===== src/rtl/rr_mux_arb.sv =====
// Round-robin arbiter sharing one mux2-tree datapath among N requesters.
// Issues registered one-hot grants, drives the tree select and registers the selected word.
module rr_mux_arb #(
  parameter int N        = 4,
  parameter int W        = 8,
  parameter int HOLD_MAX = 4
) (
  input  logic                 clk,
  input  logic                 rst,
  input  logic [N-1:0]         req,
  input  logic [N*W-1:0]       i,
  output logic [N-1:0]         gnt,
  output logic [$clog2(N)-1:0] sel,
  output logic [W-1:0]         q,
  output logic                 q_vld
);

  localparam int LW = $clog2(N);
  localparam int HW = (HOLD_MAX < 1) ? 1 : $clog2(HOLD_MAX + 1);
  localparam logic [HW-1:0] HMAX = HW'(HOLD_MAX);

  typedef enum logic [0:0] {IDLE = 1'b0, BUSY = 1'b1} state_e;

  state_e          state_q, state_d, state_k;
  logic [N-1:0]    gnt_q, gnt_d, gnt_k;
  logic [LW-1:0]   sel_q, sel_d;
  logic [LW-1:0]   last_q, last_d;
  logic [HW-1:0]   hold_q, hold_d, hold_k, hold_inc;
  logic [W-1:0]    q_q, q_d;
  logic            q_vld_q, q_vld_d;
  logic [N-1:0]    cand;
  logic [LW:0]     win;
  logic            owner_req, others, take;

  // Nearest candidate after 'last' wins; 'last' itself is checked last. MSB flags a hit.
  function automatic logic [LW:0] find_winner(input logic [N-1:0] c, input logic [LW-1:0] last);
    logic [LW:0]   res;
    logic [LW-1:0] idx;
    res = '0;
    for (int k = N; k >= 1; k--) begin
      idx = last + LW'(k);
      if (c[idx]) begin
        res = {1'b1, idx};
      end else begin
        res = res;
      end
    end
    return res;
  endfunction

  // Next-state, grant selection, hold counting and datapath capture.
  always_comb begin
    state_k   = state_q;
    gnt_k     = gnt_q;
    take      = 1'b0;
    owner_req = |(req & gnt_q);
    others    = |(req & ~gnt_q);
    // Owner excluded: it only matters for forced rotation, where others exist anyway.
    cand      = req & ~gnt_q;
    win       = find_winner(cand, last_q);
    hold_inc  = (hold_q < HMAX) ? hold_q + 1'b1 : hold_q;
    hold_k    = hold_q;
    case (state_q)
      IDLE: begin
        take = |req;
      end
      BUSY: begin
        if (!owner_req) begin
          if (others) begin
            take = 1'b1;
          end else begin
            state_k = IDLE;
            gnt_k   = '0;
          end
        end else if (others && (HOLD_MAX != 0) && (hold_q == HMAX)) begin
          take = 1'b1;
        end else begin
          hold_k = hold_inc;
        end
      end
      default: begin
        state_k = IDLE;
        gnt_k   = '0;
      end
    endcase
    state_d = take ? BUSY : state_k;
    gnt_d   = take ? ({{(N-1){1'b0}}, 1'b1} << win[LW-1:0]) : gnt_k;
    sel_d   = take ? win[LW-1:0] : sel_q;
    last_d  = take ? win[LW-1:0] : last_q;
    hold_d  = take ? HW'(1) : hold_k;
    q_vld_d = |gnt_q;
    q_d     = (|gnt_q) ? i[sel_q*W +: W] : q_q;
  end

  // State registers with synchronous reset; pointer resets so requester 0 wins first.
  always_ff @(posedge clk) begin
    if (rst) begin
      state_q <= IDLE;
      gnt_q   <= '0;
      sel_q   <= '0;
      last_q  <= LW'(N - 1);
      hold_q  <= '0;
      q_q     <= '0;
      q_vld_q <= 1'b0;
    end else begin
      state_q <= state_d;
      gnt_q   <= gnt_d;
      sel_q   <= sel_d;
      last_q  <= last_d;
      hold_q  <= hold_d;
      q_q     <= q_d;
      q_vld_q <= q_vld_d;
    end
  end

  assign gnt   = gnt_q;
  assign sel   = sel_q;
  assign q     = q_q;
  assign q_vld = q_vld_q;

endmodule


===== config.mk =====
export PLATFORM = sky130hd
export DESIGN_NAME = rr_mux_arb
export DESIGN_NICKNAME = d
export VERILOG_FILES = /design/src/rtl/rr_mux_arb.sv
export SDC_FILE = /design/constraint.sdc
export NUM_CORES = 1
export LEC_CHECK = 0
export CAP_MARGIN = 20
export CORE_ASPECT_RATIO = 1.25
export CORE_MARGIN = 4
export CORE_UTILIZATION = 40
export DETAILED_ROUTE_END_ITERATION = 10
export GPL_ROUTABILITY_DRIVEN = 1
export PLACE_DENSITY = 0.77
export SYNTH_ARGS = -nofsm -noshare
export SYNTH_HDL_FRONTEND = slang
export SYNTH_SLANG_ARGS = --single-unit

===== constraint.sdc =====
create_clock -name clk -period 2.2 [get_ports clk]
set_clock_uncertainty 0.1 [all_clocks]
set_input_delay 0.55 -clock clk [delete_from_list [all_inputs] [get_ports clk]]
set_output_delay 0.55 -clock clk [all_outputs]
set_load 0.005 [all_outputs]

# Word level (Yosys, flattened, before mapping)
# Cells that the tools add are included.
# Widths: inputs -> output; s select.
[totals]
regBits = 21
inputBits = 38
output_inout_bits = 15
word_cells = 68
[classes]
addsub = 4
n_lt_le_gt_ge = 5
n_eq_ne = 4
shift = 2
mux = 28
n_bitwise = 5
reduce_logical = 12
[ops]
columns = ["op", "count"]
rows = [
  ["$shiftx 32x6->8", 1],
  ["$mux 4", 4],
  ["$reduce_or 4->1", 4],
  ["$mux 1", 15],
  ["$lt 2x3->1 const B", 4],
  ["$and 4x4->4", 2],
  ["$bmux 1 s2", 4],
  ["$mux 2", 4],
  ["$reduce_and 4->1", 2],
  ["$reduce_bool 2->1", 3],
  ["$add 2x2->2 const B", 2],
  ["$ne 2x1->1 const B", 2],
  ["$not 4->4", 1],
  ["$shl 1x2->4 const A", 1],
  ["$add 3x1->3 const B", 1],
  ["$eq 3x3->1 const B", 1],
  ["$lt 3x3->1 const B", 1],
  ["$reduce_and 3->1", 1],
  ["$add 2x1->2 const B", 1],
  ["$ne 2x2->1 const B", 1],
  ["$not 1->1", 2],
  ["$pmux 1 s2", 1],
  ["$reduce_or 2->1", 1],
  ["$logic_and 1x1->1", 1],
]

# Longest topological paths before layout
[logic_depth]
ltp_word = 10
mapped_depth = 7
ltp_nobuf = 7

# Worst setup path before layout
# No wires, ideal clock.
[synth_path]
path_type = "input to register"
from = "in req[1]"
to = "reg gnt_q[3], in the netlist gnt[3]"
setup_time_ps = 117
t_arrival_ps = 1574
t_required_ps = 1983
path_slack_ps = 409
stages = 5
n_path_buf = 0
cell_sequence = "or2b_4 > nor2b_1 > o21a_1 > or3_1 > a32o_1"
[synth_via]
elab_chain_cells = 9
elab_cells_between_ends = 28
cone_classes = "eq/ne: 2; shift: 1; mux: 17; bitwise: 2; reduce/logical: 6"
[synth_rtl]
columns = ["element", "line", "text"]
rows = [
  ["start, declared", "10", "input logic [N-1:0] req,"],
  ["$and 4x4->4", "57, 59", ""],
  ["$bmux 1 s2", "42", "if (c[idx]) begin"],
  ["$mux 1 (implied by the code)", "42", ""],
  ["$mux 2 (4 in a row)", "42", ""],
  ["$shl 1x2->4", "87", "gnt_d = take ? ({{(N-1){1'b0}}, 1'b1} << win[LW-1:0]) : gnt_k;"],
  ["$mux 4", "87", ""],
  ["end signal, assigned", "107", "gnt_q <= gnt_d;"],
  ["end, declared", "25", "logic [N-1:0] gnt_q, gnt_d, gnt_k;"],
]
# Several ways; a longest one is shown, not always the timed one. The select of a mux whose other input is x is not followed.
# A chain may end at the register's enable or synchronous reset.

# Worst setup path after layout
[layout_path]
from = "in req[1]"
to = "reg last_q[0]"
[layout_via]
elab_chain_cells = 7
elab_cells_between_ends = 22
cone_classes = "mux: 16; bitwise: 2; reduce/logical: 4"
[layout_rtl]
columns = ["element", "line", "text"]
rows = [
  ["$and 4x4->4", "57, 59", ""],
  ["$bmux 1 s2", "42", ""],
  ["$mux 1 (implied by the code)", "42", ""],
  ["$mux 2 (4 in a row)", "42", ""],
  ["end signal, assigned", "101", "last_q <= LW'(N - 1);"],
  ["end signal, assigned", "109", "last_q <= last_d;"],
  ["end, declared", "27", "logic [LW-1:0] last_q, last_d;"],
]
# Several ways; a longest one is shown, not always the timed one. The select of a mux whose other input is x is not followed.

==> impl_metrics.csv <==
group,metric,value,unit
placement,dp.cells,212,
setup_path,worst_ep_arrival_time,2.17,ns
yosys,synth_edf_count,0,
placement,portBuffers,52,
clocking,htreeDepth,1,
routing,routedWlPerCell,15.5,um
global_routing,gr-total-overflow,0,
clocking,cts_setup_buffers,0,
power_and_ir_drop,vdd_drop_max,517,uV
setup_path,crit_fanout,6,
power_and_ir_drop,p_leak,0.667,nW
global_routing,groute.usage.overall,0.169,
sta,tightest_slew,0.749,ns
finish,fillers,228,
global_routing,grt_max_degree,13,
clocking,clk_latency,0.30,ns
power_and_ir_drop,total_power,1.21,mW
finish,drive_above_1_share,0.198,
clocking,cts_sinks,21,
routing,drtIter0Drc,41,
clocking,clk_path_buf_depth,2,
hold_path,hp-class,"register to register",
yosys,synth-warning-count,0,
yosys,syn-cell-area,1190,um^2
finish,fin_nets,223,
sta,totalNegativeSetupSlack,0,ns
finish,diodes,0,
routing,firstDrtPassIters,4,
setup_path,critPathLaunchType,"input port",
status,outcome,"completed",
yosys,ys.flop_type,"dfxtp_1",
floorplanning,rows,21,
placement,gp_congestion,0.905,
yosys,ys_seq_area_frac,0.353,
clocking,cts_tree,"built",
routing,drt-total-wl,3350,um
global_routing,grt_first_pass_wirelength,5160,um
sta,grt_setup_unrepaired,"no",
sta,fmaxAchievable,481,MHz
global_routing,antenna_found_initial,0,
global_routing,grt_pass1_vias,1154,
clocking,cts_hold_buf,0,
floorplanning,die_w,56.8,um
routing,drtAntennaViolNets,0,
sta,finalSetupViolCount,0,
clocking,cts.clk_slew.worst_paths,0.11,ns
sta,hold_viol,0,
setup_path,required,2.29,ns
flow_run,maxCapViolations,0,
yosys,async_reset_ff_frac,0,
floorplanning,fp.dieArea,3920,um^2
yosys,synthesis.nets,161,
clocking,numCtsBuffers,3,
setup_path,crit_type,"input port to register",
routing,vias,1201,
yosys,synthCells,121,
clocking,cts_resized,0,
yosys,synth.most_common_cell,"dfxtp_1",
yosys,synth_common_cells,"dfxtp_1, nand2_1, a21oi_1, mux4_2, nor2_1",
power_and_ir_drop,p_per_area,660,nW/um^2
setup_path,cp-end-kind,"register",
sta,fin_crit,2.08,ns
sta,hold-worst-slack,0.362,ns
placement,dp_hpwl,2810,um
yosys,syn_area_per_cell,9.83,um^2
floorplanning,io_pins,53,
sta,period_share,0.946,
sta,maxSlewViolCount,0,
yosys,synth-seq-cells,21,
floorplanning,start_util,0.431,
finish,final_cell_count_no_fill,216,
floorplanning,core,2760,um^2
clocking,clockRootBuffer,"clkbuf_4",
floorplanning,die_h,69.0,um
yosys,synthTopCellsByArea,"dfxtp_1, mux4_2, nand2_1",
yosys,netlist.area_leader.share,0.353,
yosys,synth_top_cell_by_area,"dfxtp_1",
finish,area_growth,53.4,%
routing,route.detailed.drc,0,
routing,viasPerCell,5.56,
sta,slew_headroom,0.496,
yosys,synth.distinct_cells,38,
[state kept, by name, indices dropped and copies added (netlist names)]
signal   cells
hold_q       3
gnt          4
sel          2
state_q      1
q            8
q_vld        1
last_q       2
[final timing paths]
path	startpoint	to	slack, ns	depth (start not counted)
max	req[1]	last_q[0]	0.12	6
min	q[6]	q[6]	0.36	2
max reg2reg	gnt[3]	gnt[3]	0.41	5
min reg2reg	q[6]	q[6]	0.36	2
[layout by cell type (no fill, tap or decap), types with 2 or more instances in the layout]
master,n
o21ai_0,2
dfxtp_1,21
a21oi_1,13
buf_4,10
or2b_1,2
nor4_2,2
nand2_1,20
a22o_2,2
nor3_1,5
nor2b_1,3
a31o_2,2
clkbuf_4,3
or2b_4,2
a32o_1,4
clkdlybuf4s50_1,52
inv_1,2
nor2_1,7
mux4_2,8
ha_1,2
[critical path, stage by stage]
cell and delay (ns):
clkdlybuf4s50_1 0.52, or2b_4 0.31, nand4_1 0.19, a31oi_4 0.15, nor4_2 0.34, o21bai_1 0.11
[metrics by stage]
stage          utilization  setup slack (ns)  cell area (um^2)
5_1_grt              0.662            0.0422              1830
3_5_place_dp         0.652            -0.184              1800
3_3_place_gp         0.652            -0.185              1800
2_1_floorplan            -             0.409              1190
4_1_cts              0.662             0.127              1830
6_report             0.662             0.120              1830
[final cells by class]
cell class                 count  area, um^2  share of cell area
multi-input combinational     93         732               0.401
timing repair buffer          62         596               0.326
sequential                    21         420               0.230
tap                           34        42.5              0.0233
clock buffer                   3        22.5              0.0123
inverter                       2        7.51             0.00411
clock inverter                 1        5.00             0.00274
[routing by layer]
layer | global-route usage | part of all wire | up-vias
li1 | - | - | 575
met1 | 0.203 | 0.39 | 572
met2 | 0.302 | 0.54 | 44
met3 | 0.0279 | 0.052 | 10
met4 | 0.0725 | 0.025 | 0
met5 | 0 | 0 | -
[power by group]
group	internal (mW)	switching, mW	total [mW]
Sequential	0.440	0.0512	0.491
Combinational	0.317	0.213	0.529
Clock	0.0677	0.118	0.185
Total	0.824	0.381	1.21
[kinds of logic (layout without fill, tap and decap cells)]
kind of cell | count (synthesis) | in the layout | share of synthesized area
simple gates | 49 | 49 | 0.225
compound gates | 32 | 32 | 0.202
flops | 21 | 21 | 0.353
mux | 9 | 9 | 0.160
buf+inv | 7 | 68 | 0.0315
fa+ha+maj | 2 | 2 | 0.0210
xor+xnor | 1 | 1 | 0.00736
Note: power is estimated with default switching activity, not from simulation.
